===== src/rtl/alu_pkg.sv =====
// Shared opcode constants and FSM state encoding for the sequential ALU.
package alu_pkg;

    localparam int OP_W = 4;

    localparam logic [OP_W-1:0] OP_ADD = 4'b0000;
    localparam logic [OP_W-1:0] OP_SUB = 4'b0001;
    localparam logic [OP_W-1:0] OP_MUL = 4'b0010;
    localparam logic [OP_W-1:0] OP_DIV = 4'b0011;

    typedef enum logic [1:0] {
        IDLE = 2'b00,
        MUL  = 2'b01,
        DIV  = 2'b10,
        DONE = 2'b11
    } state_t;

    // True when an opcode needs the iterative datapath (DIV by zero short-circuits).
    function automatic logic needs_iter(input logic [OP_W-1:0] op, input logic b_zero);
        logic r;
        if (op == OP_MUL) begin
            r = 1'b1;
        end else if (op == OP_DIV) begin
            r = ~b_zero;
        end else begin
            r = 1'b0;
        end
        return r;
    endfunction

endpackage


===== src/rtl/alu_seq_ctrl_if.sv =====
// Request/response handshake bundle between a requester and the sequential ALU.
interface alu_seq_ctrl_if
    import alu_pkg::*;
#(
    parameter int WIDTH = 32
);
    logic             req_valid;
    logic             req_ready;
    logic [OP_W-1:0]  req_op;
    logic [WIDTH-1:0] req_a;
    logic [WIDTH-1:0] req_b;
    logic             rsp_valid;
    logic             rsp_ready;
    logic [WIDTH-1:0] rsp_result;
    logic             rsp_carry;
    logic             rsp_div0;

    modport master (
        output req_valid, req_op, req_a, req_b, rsp_ready,
        input  req_ready, rsp_valid, rsp_result, rsp_carry, rsp_div0
    );

    modport slave (
        input  req_valid, req_op, req_a, req_b, rsp_ready,
        output req_ready, rsp_valid, rsp_result, rsp_carry, rsp_div0
    );
endinterface


===== src/rtl/alu_iter_core.sv =====
// Iterative datapath: unsigned shift-add multiply and restoring divide.
// hi/lo hold {product high, product low} for MUL and {remainder, dividend/quotient}
// for DIV. The *_nxt_s outputs show the value the next step will register so the
// controller can capture the final result on the last iteration edge.
module alu_iter_core
    import alu_pkg::*;
#(
    parameter int WIDTH = 32
) (
    input  logic             clk,
    input  logic             rst_n,
    input  logic             load,
    input  logic             step,
    input  logic             div_mode,
    input  logic [WIDTH-1:0] a,
    input  logic [WIDTH-1:0] b,
    output logic [WIDTH-1:0] hi_nxt_s,
    output logic [WIDTH-1:0] lo_nxt_s
);

    logic [WIDTH-1:0] hi_r;
    logic [WIDTH-1:0] lo_r;
    logic [WIDTH-1:0] b_r;

    logic [WIDTH:0]   mul_sum_s;
    logic [WIDTH:0]   div_shift_s;
    logic [WIDTH+1:0] div_diff_s;

    // Next-step value for one multiplier bit or one quotient bit.
    always_comb begin
        mul_sum_s   = {1'b0, hi_r} + (lo_r[0] ? {1'b0, b_r} : {(WIDTH+1){1'b0}});
        div_shift_s = {hi_r, lo_r[WIDTH-1]};
        div_diff_s  = {1'b0, div_shift_s} - {2'b00, b_r};
        if (div_mode) begin
            if (div_diff_s[WIDTH+1]) begin
                hi_nxt_s = div_shift_s[WIDTH-1:0];
                lo_nxt_s = {lo_r[WIDTH-2:0], 1'b0};
            end else begin
                hi_nxt_s = div_diff_s[WIDTH-1:0];
                lo_nxt_s = {lo_r[WIDTH-2:0], 1'b1};
            end
        end else begin
            hi_nxt_s = mul_sum_s[WIDTH:1];
            lo_nxt_s = {mul_sum_s[0], lo_r[WIDTH-1:1]};
        end
    end

    // Operand latch on load, one iteration per step.
    always_ff @(posedge clk or negedge rst_n) begin
        if (!rst_n) begin
            hi_r <= {WIDTH{1'b0}};
            lo_r <= {WIDTH{1'b0}};
            b_r  <= {WIDTH{1'b0}};
        end else if (load) begin
            hi_r <= {WIDTH{1'b0}};
            lo_r <= a;
            b_r  <= b;
        end else if (step) begin
            hi_r <= hi_nxt_s;
            lo_r <= lo_nxt_s;
        end else begin
            hi_r <= hi_r;
            lo_r <= lo_r;
            b_r  <= b_r;
        end
    end

endmodule


===== src/rtl/alu_seq_ctrl.sv =====
// Sequential ALU controller: handshake, FSM, iteration counter and result registers.
// ADD/SUB/DIV-by-zero complete in one cycle; MUL/DIV run WIDTH iterations in alu_iter_core.
module alu_seq_ctrl
    import alu_pkg::*;
#(
    parameter int WIDTH = 32
) (
    input  logic           clk,
    input  logic           rst_n,
    alu_seq_ctrl_if.slave  bus,
    output logic           busy
);

    localparam int               CNT_W    = $clog2(WIDTH) + 1;
    localparam logic [CNT_W-1:0] CNT_LOAD = CNT_W'(WIDTH);
    localparam logic [CNT_W-1:0] CNT_ONE  = {{(CNT_W-1){1'b0}}, 1'b1};

    state_t           state_r;
    logic [CNT_W-1:0] cnt_r;
    logic [WIDTH-1:0] result_r;
    logic             carry_r;
    logic             div0_r;

    logic             xfer_s;
    logic             b_zero_s;
    logic             load_s;
    logic             step_s;
    logic             div_mode_s;
    logic [WIDTH:0]   add_s;
    logic [WIDTH:0]   sub_s;
    logic [WIDTH-1:0] core_hi_s;
    logic [WIDTH-1:0] core_lo_s;

    assign bus.req_ready  = (state_r == IDLE);
    assign bus.rsp_valid  = (state_r == DONE);
    assign busy           = (state_r != IDLE);
    assign bus.rsp_result = result_r;
    assign bus.rsp_carry  = carry_r;
    assign bus.rsp_div0   = div0_r;

    // Handshake decode and single-cycle arithmetic on the live request.
    always_comb begin
        xfer_s     = bus.req_valid && (state_r == IDLE);
        b_zero_s   = (bus.req_b == {WIDTH{1'b0}});
        load_s     = xfer_s && needs_iter(bus.req_op, b_zero_s);
        step_s     = (state_r == MUL) || (state_r == DIV);
        div_mode_s = (state_r == DIV);
        add_s      = {1'b0, bus.req_a} + {1'b0, bus.req_b};
        sub_s      = {1'b0, bus.req_a} - {1'b0, bus.req_b};
    end

    alu_iter_core #(.WIDTH(WIDTH)) u_core (
        .clk      (clk),
        .rst_n    (rst_n),
        .load     (load_s),
        .step     (step_s),
        .div_mode (div_mode_s),
        .a        (bus.req_a),
        .b        (bus.req_b),
        .hi_nxt_s (core_hi_s),
        .lo_nxt_s (core_lo_s)
    );

    // Control FSM with iteration counter and registered response fields.
    always_ff @(posedge clk or negedge rst_n) begin
        if (!rst_n) begin
            state_r  <= IDLE;
            cnt_r    <= {CNT_W{1'b0}};
            result_r <= {WIDTH{1'b0}};
            carry_r  <= 1'b0;
            div0_r   <= 1'b0;
        end else begin
            case (state_r)
                IDLE: begin
                    if (xfer_s) begin
                        case (bus.req_op)
                            OP_MUL: begin
                                state_r <= MUL;
                                cnt_r   <= CNT_LOAD;
                            end
                            OP_DIV: begin
                                if (b_zero_s) begin
                                    state_r  <= DONE;
                                    result_r <= {WIDTH{1'b1}};
                                    carry_r  <= 1'b0;
                                    div0_r   <= 1'b1;
                                end else begin
                                    state_r <= DIV;
                                    cnt_r   <= CNT_LOAD;
                                end
                            end
                            OP_SUB: begin
                                state_r  <= DONE;
                                result_r <= sub_s[WIDTH-1:0];
                                carry_r  <= sub_s[WIDTH];
                                div0_r   <= 1'b0;
                            end
                            default: begin
                                state_r  <= DONE;
                                result_r <= add_s[WIDTH-1:0];
                                carry_r  <= add_s[WIDTH];
                                div0_r   <= 1'b0;
                            end
                        endcase
                    end else begin
                        state_r <= IDLE;
                    end
                end
                MUL: begin
                    cnt_r <= cnt_r - CNT_ONE;
                    if (cnt_r == CNT_ONE) begin
                        state_r  <= DONE;
                        result_r <= core_lo_s;
                        carry_r  <= |core_hi_s;
                        div0_r   <= 1'b0;
                    end else begin
                        state_r <= MUL;
                    end
                end
                DIV: begin
                    cnt_r <= cnt_r - CNT_ONE;
                    if (cnt_r == CNT_ONE) begin
                        state_r  <= DONE;
                        result_r <= core_lo_s;
                        carry_r  <= 1'b0;
                        div0_r   <= 1'b0;
                    end else begin
                        state_r <= DIV;
                    end
                end
                DONE: begin
                    if (bus.rsp_ready) begin
                        state_r <= IDLE;
                    end else begin
                        state_r <= DONE;
                    end
                end
                default: begin
                    state_r <= IDLE;
                end
            endcase
        end
    end

endmodule


===== src/flat_wrapper.sv =====
// flat-port wrapper written by rule: the top's interface ports become plain ports
module alu_seq_ctrl_flat import alu_pkg::*;
#(
    parameter int WIDTH = 32
)
  (clk, rst_n, busy, bus_req_valid, bus_req_op, bus_req_a, bus_req_b, bus_rsp_ready, bus_req_ready, bus_rsp_valid, bus_rsp_result, bus_rsp_carry, bus_rsp_div0);
  alu_seq_ctrl_if #(.WIDTH(WIDTH)) bus_i ();
  input  logic clk;
  input  logic rst_n;
  output logic busy;
  input wire logic [$bits(bus_i.req_valid)-1:0] bus_req_valid;
  input wire logic [$bits(bus_i.req_op)-1:0] bus_req_op;
  input wire logic [$bits(bus_i.req_a)-1:0] bus_req_a;
  input wire logic [$bits(bus_i.req_b)-1:0] bus_req_b;
  input wire logic [$bits(bus_i.rsp_ready)-1:0] bus_rsp_ready;
  output wire logic [$bits(bus_i.req_ready)-1:0] bus_req_ready;
  output wire logic [$bits(bus_i.rsp_valid)-1:0] bus_rsp_valid;
  output wire logic [$bits(bus_i.rsp_result)-1:0] bus_rsp_result;
  output wire logic [$bits(bus_i.rsp_carry)-1:0] bus_rsp_carry;
  output wire logic [$bits(bus_i.rsp_div0)-1:0] bus_rsp_div0;
  assign bus_i.req_valid = bus_req_valid;
  assign bus_i.req_op = bus_req_op;
  assign bus_i.req_a = bus_req_a;
  assign bus_i.req_b = bus_req_b;
  assign bus_i.rsp_ready = bus_rsp_ready;
  assign bus_req_ready = bus_i.req_ready;
  assign bus_rsp_valid = bus_i.rsp_valid;
  assign bus_rsp_result = bus_i.rsp_result;
  assign bus_rsp_carry = bus_i.rsp_carry;
  assign bus_rsp_div0 = bus_i.rsp_div0;
  alu_seq_ctrl #(.WIDTH(WIDTH)) u_core (.clk(clk), .rst_n(rst_n), .bus(bus_i), .busy(busy));
endmodule

===== config.mk =====
export PLATFORM = sky130hd
export DESIGN_NAME = alu_seq_ctrl_flat
export DESIGN_NICKNAME = d
export VERILOG_FILES = /design/src/rtl/alu_pkg.sv /design/src/rtl/alu_seq_ctrl_if.sv /design/src/rtl/alu_iter_core.sv /design/src/rtl/alu_seq_ctrl.sv /design/src/flat_wrapper.sv
export SDC_FILE = /design/constraint.sdc
export NUM_CORES = 1
export LEC_CHECK = 0
export CELL_PAD_IN_SITES_DETAIL_PLACEMENT = 1
export CELL_PAD_IN_SITES_GLOBAL_PLACEMENT = 1
export CORE_AREA = 2 2 181 183
export DETAILED_ROUTE_END_ITERATION = 8
export DIE_AREA = 0 0 183 185
export GPL_ROUTABILITY_DRIVEN = 0
export GPL_TIMING_DRIVEN = 0
export MAX_ROUTING_LAYER = met4
export PLACE_DENSITY = 0.87
export SYNTH_ARGS = -nofsm -noshare
export SYNTH_HDL_FRONTEND = slang
export SYNTH_SLANG_ARGS = --single-unit

===== constraint.sdc =====
create_clock -name clk -period 5 [get_ports clk]
set_clock_uncertainty 0.05 [all_clocks]
set_input_delay 1.25 -clock clk [delete_from_list [all_inputs] [get_ports clk]]
set_output_delay 1.25 -clock clk [all_outputs]
set_load 0.01 [all_outputs]

==> results of run 1 <==
where the power goes:
part	switching, mW	internal [mW]	total, mW
logic	6.89	3.99	10.9
clock network	0.582	0.808	1.39
registers	0.491	1.71	2.21
total	7.96	6.51	14.5
logic make-up after synthesis:
group                    share of synthesized area
multiplexers                               0.04020
XOR/XNOR                                   0.03564
flip-flops                                  0.2423
AO/OA/AOI/OAI                               0.2931
buffers and inverters                      0.05688
adder cells (fa/ha/maj)                     0.1232
AND/OR/NAND/NOR                             0.2087
critical path: cells and delay by family:
kind / cells / cell delay, ps
simple gates: 1 / 80
compound gates: 10 / 2520
buf+inv: 4 / 1090
fa+ha+maj: 1 / 440
what timing repair did:
item	4_1_cts	5_1_grt
resized for setup	7	25
setup endpoints to repair	8	11
buffers inserted	2	9
pin swaps	2	9
hold endpoints to repair	0	0
flip-flops by register name (all words and copies together), names as in the netlist:
signal	cells
u_core.bus.rsp_carry	1
u_core.bus.rsp_div0	1
u_core.bus.rsp_result	32
u_core.cnt_r	6
u_core.state_r	2
u_core.u_core.b_r	32
u_core.u_core.hi_r	32
u_core.u_core.lo_r	32
cells in the mapped netlist, types with 5 or more instances:
master | count | area (sq um)
nand2_1 | 238 | 893.4
o21ai_0 | 204 | 1021
nor2_1 | 154 | 578.1
dfrtp_1 | 138 | 3453
ha_1 | 134 | 1677
a21oi_1 | 131 | 655.6
inv_1 | 114 | 427.9
clkbuf_1 | 70 | 262.8
mux2i_1 | 55 | 550.5
and2_1 | 44 | 275.3
a211oi_1 | 39 | 292.8
nor3_1 | 37 | 185.2
xnor2_1 | 36 | 315.3
a21o_1 | 35 | 262.8
nand3_1 | 33 | 165.2
o21bai_1 | 24 | 180.2
nand2b_1 | 23 | 143.9
xor2_1 | 22 | 192.7
o211ai_1 | 21 | 157.7
o22ai_1 | 21 | 131.4
nor4_1 | 18 | 112.6
nand4_1 | 16 | 100.1
and3_1 | 15 | 93.84
o21ai_1 | 15 | 75.07
a31oi_1 | 14 | 87.58
nor2b_1 | 14 | 87.58
a221o_1 | 13 | 130.1
buf_1 | 12 | 45.04
o21a_1 | 12 | 90.09
o31ai_1 | 11 | 82.58
a221oi_1 | 10 | 87.58
or3_1 | 10 | 62.56
buf_2 | 8 | 40.04
a2111oi_0 | 7 | 61.31
a211o_1 | 6 | 52.55
a22oi_1 | 6 | 45.04
or2_2 | 6 | 37.54
a311oi_1 | 5 | 43.79
o31a_1 | 5 | 43.79
layout make-up:
type	instances	area [sq um]
multi-input combinational	1532	10160
sequential	138	3453
buffer	91	365.4
clock buffer	20	456.7
clock inverter	11	146.4
fill	3990	15310
tap	408	510.5
inverter	116	435.4
timing repair buffer	120	1202
path summary, 6_finish.rpt:
path	start	end	slack (ps)
worst max register to register	u_core.u_core.lo_r[0]	u_core.bus.rsp_carry	240
worst min-delay path	u_core.bus.rsp_result[7]	u_core.bus.rsp_result[7]	430
min in group asynchronous	rst_n	u_core.bus.rsp_result[26]	740
worst min register to register	u_core.bus.rsp_result[7]	u_core.bus.rsp_result[7]	430
worst max-delay path	bus_req_b[2]	u_core.bus.rsp_result[24]	-60
max in group asynchronous	rst_n	u_core.u_core.b_r[9]	3290
through the flow:
step           hold WS, ps  cells
2_1_floorplan        401.5   1880
3_3_place_gp         407.3   2396
3_5_place_dp         420.1   2397
4_1_cts              433.5   2429
5_1_grt              465.1   2436
6_report             429.0   2436
per-layer routing:
metal	up-vias	global-route usage	part of all wire
met4	0	0.1907	0.054
met1	8030	0.4611	0.40
met3	257	0.07825	0.10
met2	959	0.5782	0.45
met5	-	-	0
li1	7089	-	-
==> impl_metrics.yaml, run 1 <==
hold_path:
  hold_path.class: "reg -> reg"
  holdPathStages: 2
clock_network:
  clockBufferDepth: 2
  clock-sinks: 138
  cts-root-buf: "clkbuf_16"
  hold_buffers: 0
  cts_tree: "yes"
  numCtsBuffers: 17
  clock_latency_ps: 460
  cts_htree_levels: 4
  cts.clk_slew.worst_paths_ps: 70
power_and_ir_drop:
  ir_worst_vdd_mv: 0.4238
  p_per_area_nw_per_um2: 865.4
  report.power.total_mw: 14.48
  leakage_nw: 7.182
grt:
  grt_max_degree: 78
  grt_antenna_before_repair: 0
  grt_usage: 0.3731
  grt_pass1_vias: 16810
  grt_pass1_wl_mm: 94.88
  overflow: 0
synth:
  syn_avg_cell_area_sq_um: 7.582
  syn_nets: 2090
  synth_cells: 1880
  synth.cell_area_sq_um: 14250
  async_flop_share: 1.000
  yosysSeqAreaShare: 0.2423
  synthFlopType: "dfrtp_1"
  ys_ff_latch: 138
  synth_edf_count: 0
  ys_warn_count: 0
  synth_cell_types: 94
drt:
  wirelength_mm: 62.20
  drc_errors: 0
  num_vias: 16340
  dr.pass1.iters: 6
  avgRoutedWirePerCell_um: 25.53
  viasPerCell: 6.706
  ant_nets: 0
  drt_iter0_markers: 1577
cells_and_area:
  finish.instance_area_sq_um: 16730
  num_antenna_cells: 0
  final_cell_mix: "nand2_1 (238), o21ai_0 (203), nor2_1 (153)"
  area_growth_pct: 17.35
  drive_gt1_frac: 0.05276
  utilization: 0.5221
  fin_nets: 2226
  final_common_cell: "nand2_1"
floorplanning:
  die-area_sq_um: 33860
  top_level_ports: 109
  rows: 66
  die_w_um: 183
  start_util: 0.4449
  die_y_um: 185
  coreArea_sq_um: 32040
timing:
  maxSlewViolCount: 0
  period_share: 1.012
  fin_tns_setup_ps: -59.29
  hold_viol: 0
  fin_ws_ps: -59.29
  setup_viol: 1
  tightest_slew_ps: 1271
  rsz0062_at_grt: "yes"
  slew_headroom: 0.1496
  fmax_mhz: 197.7
  min_period_ps: 5059
worst_setup_path:
  path_class: "in -> reg"
  critical_path_arrival_ps: 5380
  cp_cell_sequence: "clkdlybuf4s50_1, inv_1, ha_1, nor2_1, o21a_1, a211o_1, a41oi_4, o31a_1, o41ai_4, a221o_1, buf_4, buf_4, a221o_1, o21ai_0, o21ai_0, o21ai_0"
  slowest_delay_ps: 720
  worst_ep_required_time_ps: 5320
  slowest_stage: "clkdlybuf4s50_1"
  crit_fanout: 8
  worstSetupEndpointType: "flop"
  worstSetupStartpointType: "primary input"
  crit_top_cell: "o21ai_0"
  worst-r2r-cell-count: 18
place:
  hpwl_mm: 46.58
  dpl_worst_slack_ps: -641.1
  io_buffers: 108
  place_area_sq_um: 15880
run_status:
  failed_checks: "setup timing"
  status: "complete, but fails checks"
run:
  maxCapViolCount: 0
Note: power is estimated with default switching activity, not from simulation.
==> run 2, diff against run 1 <==
--- a/config.mk
+++ b/config.mk
@@ -14,6 +14,7 @@
 export GPL_TIMING_DRIVEN = 0
 export MAX_ROUTING_LAYER = met4
 export PLACE_DENSITY = 0.87
+export SLEW_MARGIN = 15
 export SYNTH_ARGS = -nofsm -noshare
 export SYNTH_HDL_FRONTEND = slang
 export SYNTH_SLANG_ARGS = --single-unit
==> run 2 against run 1 <==
The flow now finishes without violations. Maximum frequency up 2.4%. Critical path depth up 1. Largest cell class unchanged. Highest routed layer unchanged. Design area about the same. Final cell count down 0.12%. Sequential power about the same. Combinational power about the same. Utilization about the same. Wire length down 0.80%.
==> impl_metrics.yaml, run 2 (synthesized netlist as in run 1, its figures left out) <==
run_status:
  status: "finished clean"
worst_setup_path:
  slowest_delay_ps: 600
  worst-r2r-cell-count: 16
  worstReg2RegStart: "u_core.u_core.lo_r[31]"
  cpLargestDelayFamily: "compound AO/OA/AOI/OAI gates"
  timing.critical_path.buf_inv: 4
  crit_fanout: 4
  r2r_setup_slack_ps: 230
  worstSetupStartpointType: "primary input"
  slowest_stage: "clkdlybuf4s50_1"
  worst_ep_required_time_ps: 5270
  cp_cell_sequence: "clkdlybuf4s50_1, ha_1, inv_1, fa_1, nor2_1, o21a_1, a211o_1, a41oi_4, o31a_1, o41ai_4, a221o_1, buf_4, buf_4, a221o_1, o21ai_0, o21ai_0, o21ai_0"
  crit_top_cell: "o21ai_0"
  path_class: "in -> reg"
  worstSetupEndpointType: "flop"
  critical_path_arrival_ps: 5220
  reg2reg_to: "u_core.bus.rsp_carry"
floorplanning:
  coreArea_sq_um: 32040
  die_y_um: 185
  die_w_um: 183
  die-area_sq_um: 33860
  rows: 66
  start_util: 0.4449
  top_level_ports: 109
power_and_ir_drop:
  leakage_nw: 7.189
  combPwrFrac: 0.749
  p_per_area_nw_per_um2: 867.8
  seq_power_share: 0.152
  p_switching_mw: 7.955
  internal_power_mw: 6.550
  report.power.total_mw: 14.51
  clock_power_share: 0.099
  ir_worst_vdd_mv: 0.3813
  swShare: 0.5484
place:
  dpl_worst_slack_ps: -670.8
  place_area_sq_um: 15880
  io_buffers: 108
  placedCellCount: 2397
  hpwl_mm: 46.65
clock_network:
  cts-root-buf: "clkbuf_16"
  clock_latency_ps: 460
  numCtsBuffers: 17
  clockBufferDepth: 2
  clock-sinks: 138
  cts_htree_levels: 4
  cts.clk_slew.worst_paths_ps: 70
  cts_tree: "yes"
timing:
  fmax_mhz: 202.4
  holdWs_ps: 431.4
  fin_tns_setup_ps: 0
  hold_viol: 0
  fin_ws_ps: 58.15
  maxSlewViolCount: 0
  period_share: 0.9884
  min_period_ps: 4942
  tightest_slew_ps: 1322
  slew_headroom: 0.1153
  setup_viol: 0
drt:
  dr.pass1.iters: 5
  ant_nets: 0
  drc_errors: 0
  wirelength_mm: 61.70
  drt_iter0_markers: 1452
  num_vias: 16230
  avgRoutedWirePerCell_um: 25.36
  viasPerCell: 6.672
run:
  maxCapViolCount: 0
hold_path:
  holdCritStartpoint: "u_core.bus.rsp_result[7]"
  min_to: "u_core.bus.rsp_result[7]"
  hold_path.class: "reg -> reg"
  holdPathStages: 2
cells_and_area:
  finish.instance_area_sq_um: 16720
  area_growth_pct: 17.26
  fin_nets: 2222
  drive_gt1_frac: 0.05086
  utilization: 0.5217
  num_antenna_cells: 0
  final_common_cell: "nand2_1"
  fin_cells: 2433
  final_cell_mix: "nand2_1 (238), o21ai_0 (204), nor2_1 (154)"
grt:
  grt_antenna_before_repair: 0
  grt_pass1_wl_mm: 94.50
  overflow: 0
  grt_usage: 0.3719
  grt_pass1_vias: 16790
  grt_max_degree: 78
==> run 2: cell count changes in the layout (fill, tap and decap cells not counted), sizes merged <==
cell           before  now
buf                36   31
clkbuf             88   90
clkinv              6    4
bufinv              3    4
clkdlybuf4s50     103  102
clkinvlp            2    3
dlymetal6s2s        4    5
==> run 2: routing by layer <==
| metal | track usage | vias up | wire (um) |
|---|---|---|---|
| met5 | - | - | 0 |
| met2 | 0.5794 | 880 | 27680 |
| met1 | 0.4586 | 8018 | 25220 |
| met4 | 0.1914 | 0 | 3201 |
| met3 | 0.07471 | 244 | 5600 |
| li1 | - | 7090 | - |
==> run 2: final cells by class <==
| type | instances | area (sq um) |
|---|---|---|
| fill | 3979 | 15320 |
| multi-input combinational | 1532 | 10150 |
| sequential | 138 | 3453 |
| timing repair buffer | 116 | 1179 |
| tap | 408 | 510.5 |
| clock buffer | 21 | 450.4 |
| inverter | 116 | 435.4 |
| buffer | 91 | 367.9 |
| clock inverter | 11 | 170.2 |
==> run 2: worst max path at each step <==
stage | from | end | slack [ps] | cells after the start
after floorplan | bus_req_b[11] | u_core.bus.rsp_result[30] | 860 | 14
after global placement | rst_n | u_core.u_core.b_r[7] | -3240 | 1
after detailed placement | bus_req_b[1] | u_core.bus.rsp_result[29] | -670 | 15
after CTS | bus_req_b[2] | u_core.bus.rsp_result[30] | 8 | 14
after global routing | bus_req_b[11] | u_core.bus.rsp_result[26] | -50 | 17
final | bus_req_b[0] | u_core.bus.rsp_result[24] | 60 | 17
==> run 2: power by group through the flow <==
stage	logic [mW]	clock network [mW]	registers, mW
after floorplan	7.08	0	2.09
after global placement	9.86	0	2.16
after detailed placement	10.3	0	2.19
after CTS	10.5	1.42	2.18
after global routing	11.7	1.47	2.26
final	10.9	1.43	2.20
==> run 2: what timing repair did <==
action / in CTS / in global routing
resized for setup: 12 / 19
setup endpoints to repair: 7 / 7
hold buffers: 0 / 0
cloned: 0 / 0
pin swaps: 3 / 5
setup buffers: 2 / 5
==> run 2: worst register-to-register path, stage by stage (launching register included) <==
cell and delay [ps]:
dfrtp_1 410, inv_1 210, ha_1 240, inv_1 70
fa_1 470, a211oi_1 430, o21ai_1 220, a21oi_1 460
o2111ai_1 230, a21oi_1 210, xnor2_1 100, o22ai_1 130
a21oi_1 100, or4b_1 630, nor4_4 380, a41o_1 240
nand3_1 80
==> run 3, diff against run 2 <==
--- a/config.mk
+++ b/config.mk
@@ -8,12 +8,14 @@
 export CELL_PAD_IN_SITES_DETAIL_PLACEMENT = 1
 export CELL_PAD_IN_SITES_GLOBAL_PLACEMENT = 1
 export CORE_AREA = 2 2 181 183
+export CTS_CLUSTER_DIAMETER = 50
 export DETAILED_ROUTE_END_ITERATION = 8
 export DIE_AREA = 0 0 183 185
 export GPL_ROUTABILITY_DRIVEN = 0
 export GPL_TIMING_DRIVEN = 0
 export MAX_ROUTING_LAYER = met4
 export PLACE_DENSITY = 0.87
+export SETUP_SLACK_MARGIN = 0.2
 export SLEW_MARGIN = 15
 export SYNTH_ARGS = -nofsm -noshare
 export SYNTH_HDL_FRONTEND = slang
==> run 3 against run 2 <==
Final cell count is 0.21% higher. Critical path type unchanged. Critical endpoint is now u_core.bus.rsp_result[26]. Sequential power barely moved. Total power grew 0.55%. Sequential share of layout area down 0.17 points. Worst hold slack about the same. Largest power group unchanged. Global-route usage increased by 0.30 points.
==> impl_metrics.yaml, run 3 (synthesized netlist as in run 1, its figures left out) <==
run_status:
  status: "finished clean"
run:
  maxCapViolCount: 0
drt:
  num_vias: 16340
  wirelength_mm: 62.15
  avgRoutedWirePerCell_um: 25.49
  dr.pass1.iters: 5
  drt_iter0_markers: 1522
  drc_errors: 0
  ant_nets: 0
  viasPerCell: 6.703
worst_setup_path:
  worst-r2r-cell-count: 18
  worstReg2RegStart: "u_core.u_core.lo_r[0]"
  worstSetupEndpointType: "flop"
  r2r_setup_slack_ps: 330
  path_class: "in -> reg"
  critical_path_arrival_ps: 5040
  reg2reg_to: "u_core.bus.rsp_carry"
  worstSetupStartpointType: "primary input"
  crit_end: "u_core.bus.rsp_result[26]"
  timing.critical_path.from: "bus_req_b[18]"
  crit_fanout: 9
  worst_ep_required_time_ps: 5300
cells_and_area:
  drive_gt1_frac: 0.06207
  fin_nets: 2227
  area_growth_pct: 18.31
  final_common_cell: "nand2_1"
  finish.instance_area_sq_um: 16860
  fin_cells: 2438
  utilization: 0.5264
  fill_cells: 3987
  num_antenna_cells: 0
  final_cell_mix: "nand2_1 (238), o21ai_0 (203), nor2_1 (153)"
grt:
  overflow: 0
  grtUsageMet2: 0.5783
  met1_usage: 0.4635
  grt_antenna_before_repair: 0
  grt_pass1_vias: 16890
  grt_pass1_wl_mm: 95.36
  grt_max_degree: 78
  grtUsageMet3: 0.07589
  grt_usage: 0.3750
  grt.busiest_layer: "met2"
timing:
  holdWs_ps: 431.8
  slew_headroom: 0.1637
  hold_viol: 0
  maxSlewViolCount: 0
  tightest_slew_ps: 1250
  rsz0062_at_grt: "yes"
  setup_viol: 0
  min_period_ps: 4740
  fmax_mhz: 211.0
  period_share: 0.9480
  fin_tns_setup_ps: 0
clock_network:
  cts.clk_slew.worst_paths_ps: 70
  numCtsBuffers: 17
  cts-root-buf: "clkbuf_16"
  clock-sinks: 138
  clock_latency_ps: 460
  cts_tree: "yes"
  clockBufferDepth: 2
  cts_htree_levels: 4
floorplanning:
  top_level_ports: 109
  die_y_um: 185
  rows: 66
  start_util: 0.4449
  coreArea_sq_um: 32040
  die-area_sq_um: 33860
  die_w_um: 183
place:
  hpwl_mm: 46.65
  place_area_sq_um: 15880
  io_buffers: 108
  placedCellCount: 2397
power_and_ir_drop:
  internal_power_mw: 6.594
  p_per_area_nw_per_um2: 864.9
  ir_worst_vdd_mv: 0.3758
  seq_power_share: 0.151
  swShare: 0.5479
  clock_power_share: 0.098
  combPwrFrac: 0.751
  p_switching_mw: 7.991
  leakage_nw: 7.247
hold_path:
  hold_path.class: "reg -> reg"
run 3: power groups by stage:
stage	sequential, mW	combinational [mW]	clock [mW]
finish	2.20	10.9	1.43
global route	2.26	11.8	1.47
CTS	2.18	10.5	1.42
detailed placement	2.19	10.3	0
global placement	2.16	9.86	0
floorplan	2.09	7.08	0
run 3: layout make-up:
type | instances | area, sq um | share of cell area
plain buffers | 93 | 384.1 | 0.02278
clock buffers | 21 | 450.4 | 0.02671
clock inverters | 11 | 170.2 | 0.01009
inverters | 116 | 435.4 | 0.02582
multi-input cells | 1532 | 10260 | 0.6084
flip-flops and latches | 138 | 3455 | 0.2048
well taps | 408 | 510.5 | 0.03027
repair buffers | 119 | 1199 | 0.07107
run 3: what timing repair did:
| item | in CTS | in global routing |
|---|---|---|
| hold buffers | 0 | 0 |
| cloned | 0 | 0 |
| gates resized for setup | 30 | 40 |
| setup endpoints to repair | 11 | 10 |
| pin swaps | 7 | 12 |
| setup buffers | 6 | 4 |
run 3: routing by layer:
layer / part of all wire / routed length, um / vias to the layer above
met5: 0 / 0 / -
met4: 0.054 / 3381 / 0
met3: 0.093 / 5776 / 263
met2: 0.45 / 27780 / 920
met1: 0.41 / 25200 / 8051
li1: - / - / 7107
run 3: worst max-delay path, cell delays in order:
cell	delay, ps
clkdlybuf4s50_1	640
inv_1	80
ha_1	290
clkbuf_2	220
and4_2	330
nand3_1	140
o221ai_2	270
a21oi_1	200
a2111oi_4	470
a2111oi_4	100
buf_4	190
o21bai_1	170
a21oi_2	100
nor2_1	140
a41oi_1	70
a211oi_2	260
o21ai_1	90
run 3: worst min path at each step:
stage	from	to	slack, ps	cells past startpoint
floorplan	u_core.cnt_r[5]	u_core.cnt_r[5]	400	1
global placement	u_core.bus.rsp_result[22]	u_core.bus.rsp_result[22]	410	2
detailed placement	u_core.bus.rsp_result[7]	u_core.bus.rsp_result[7]	420	2
CTS	u_core.bus.rsp_result[7]	u_core.bus.rsp_result[7]	430	2
global route	u_core.bus.rsp_result[0]	u_core.bus.rsp_result[0]	470	1
finish	u_core.bus.rsp_result[7]	u_core.bus.rsp_result[7]	430	2
run 3: through the flow:
step	setup WS, ps	power (mW)
after global routing	94.91	15.56
after CTS	202.8	14.15
after detailed placement	-670.8	12.48
final	260.2	14.59
after global placement	-3237	12.02
after floorplan	860.8	9.172
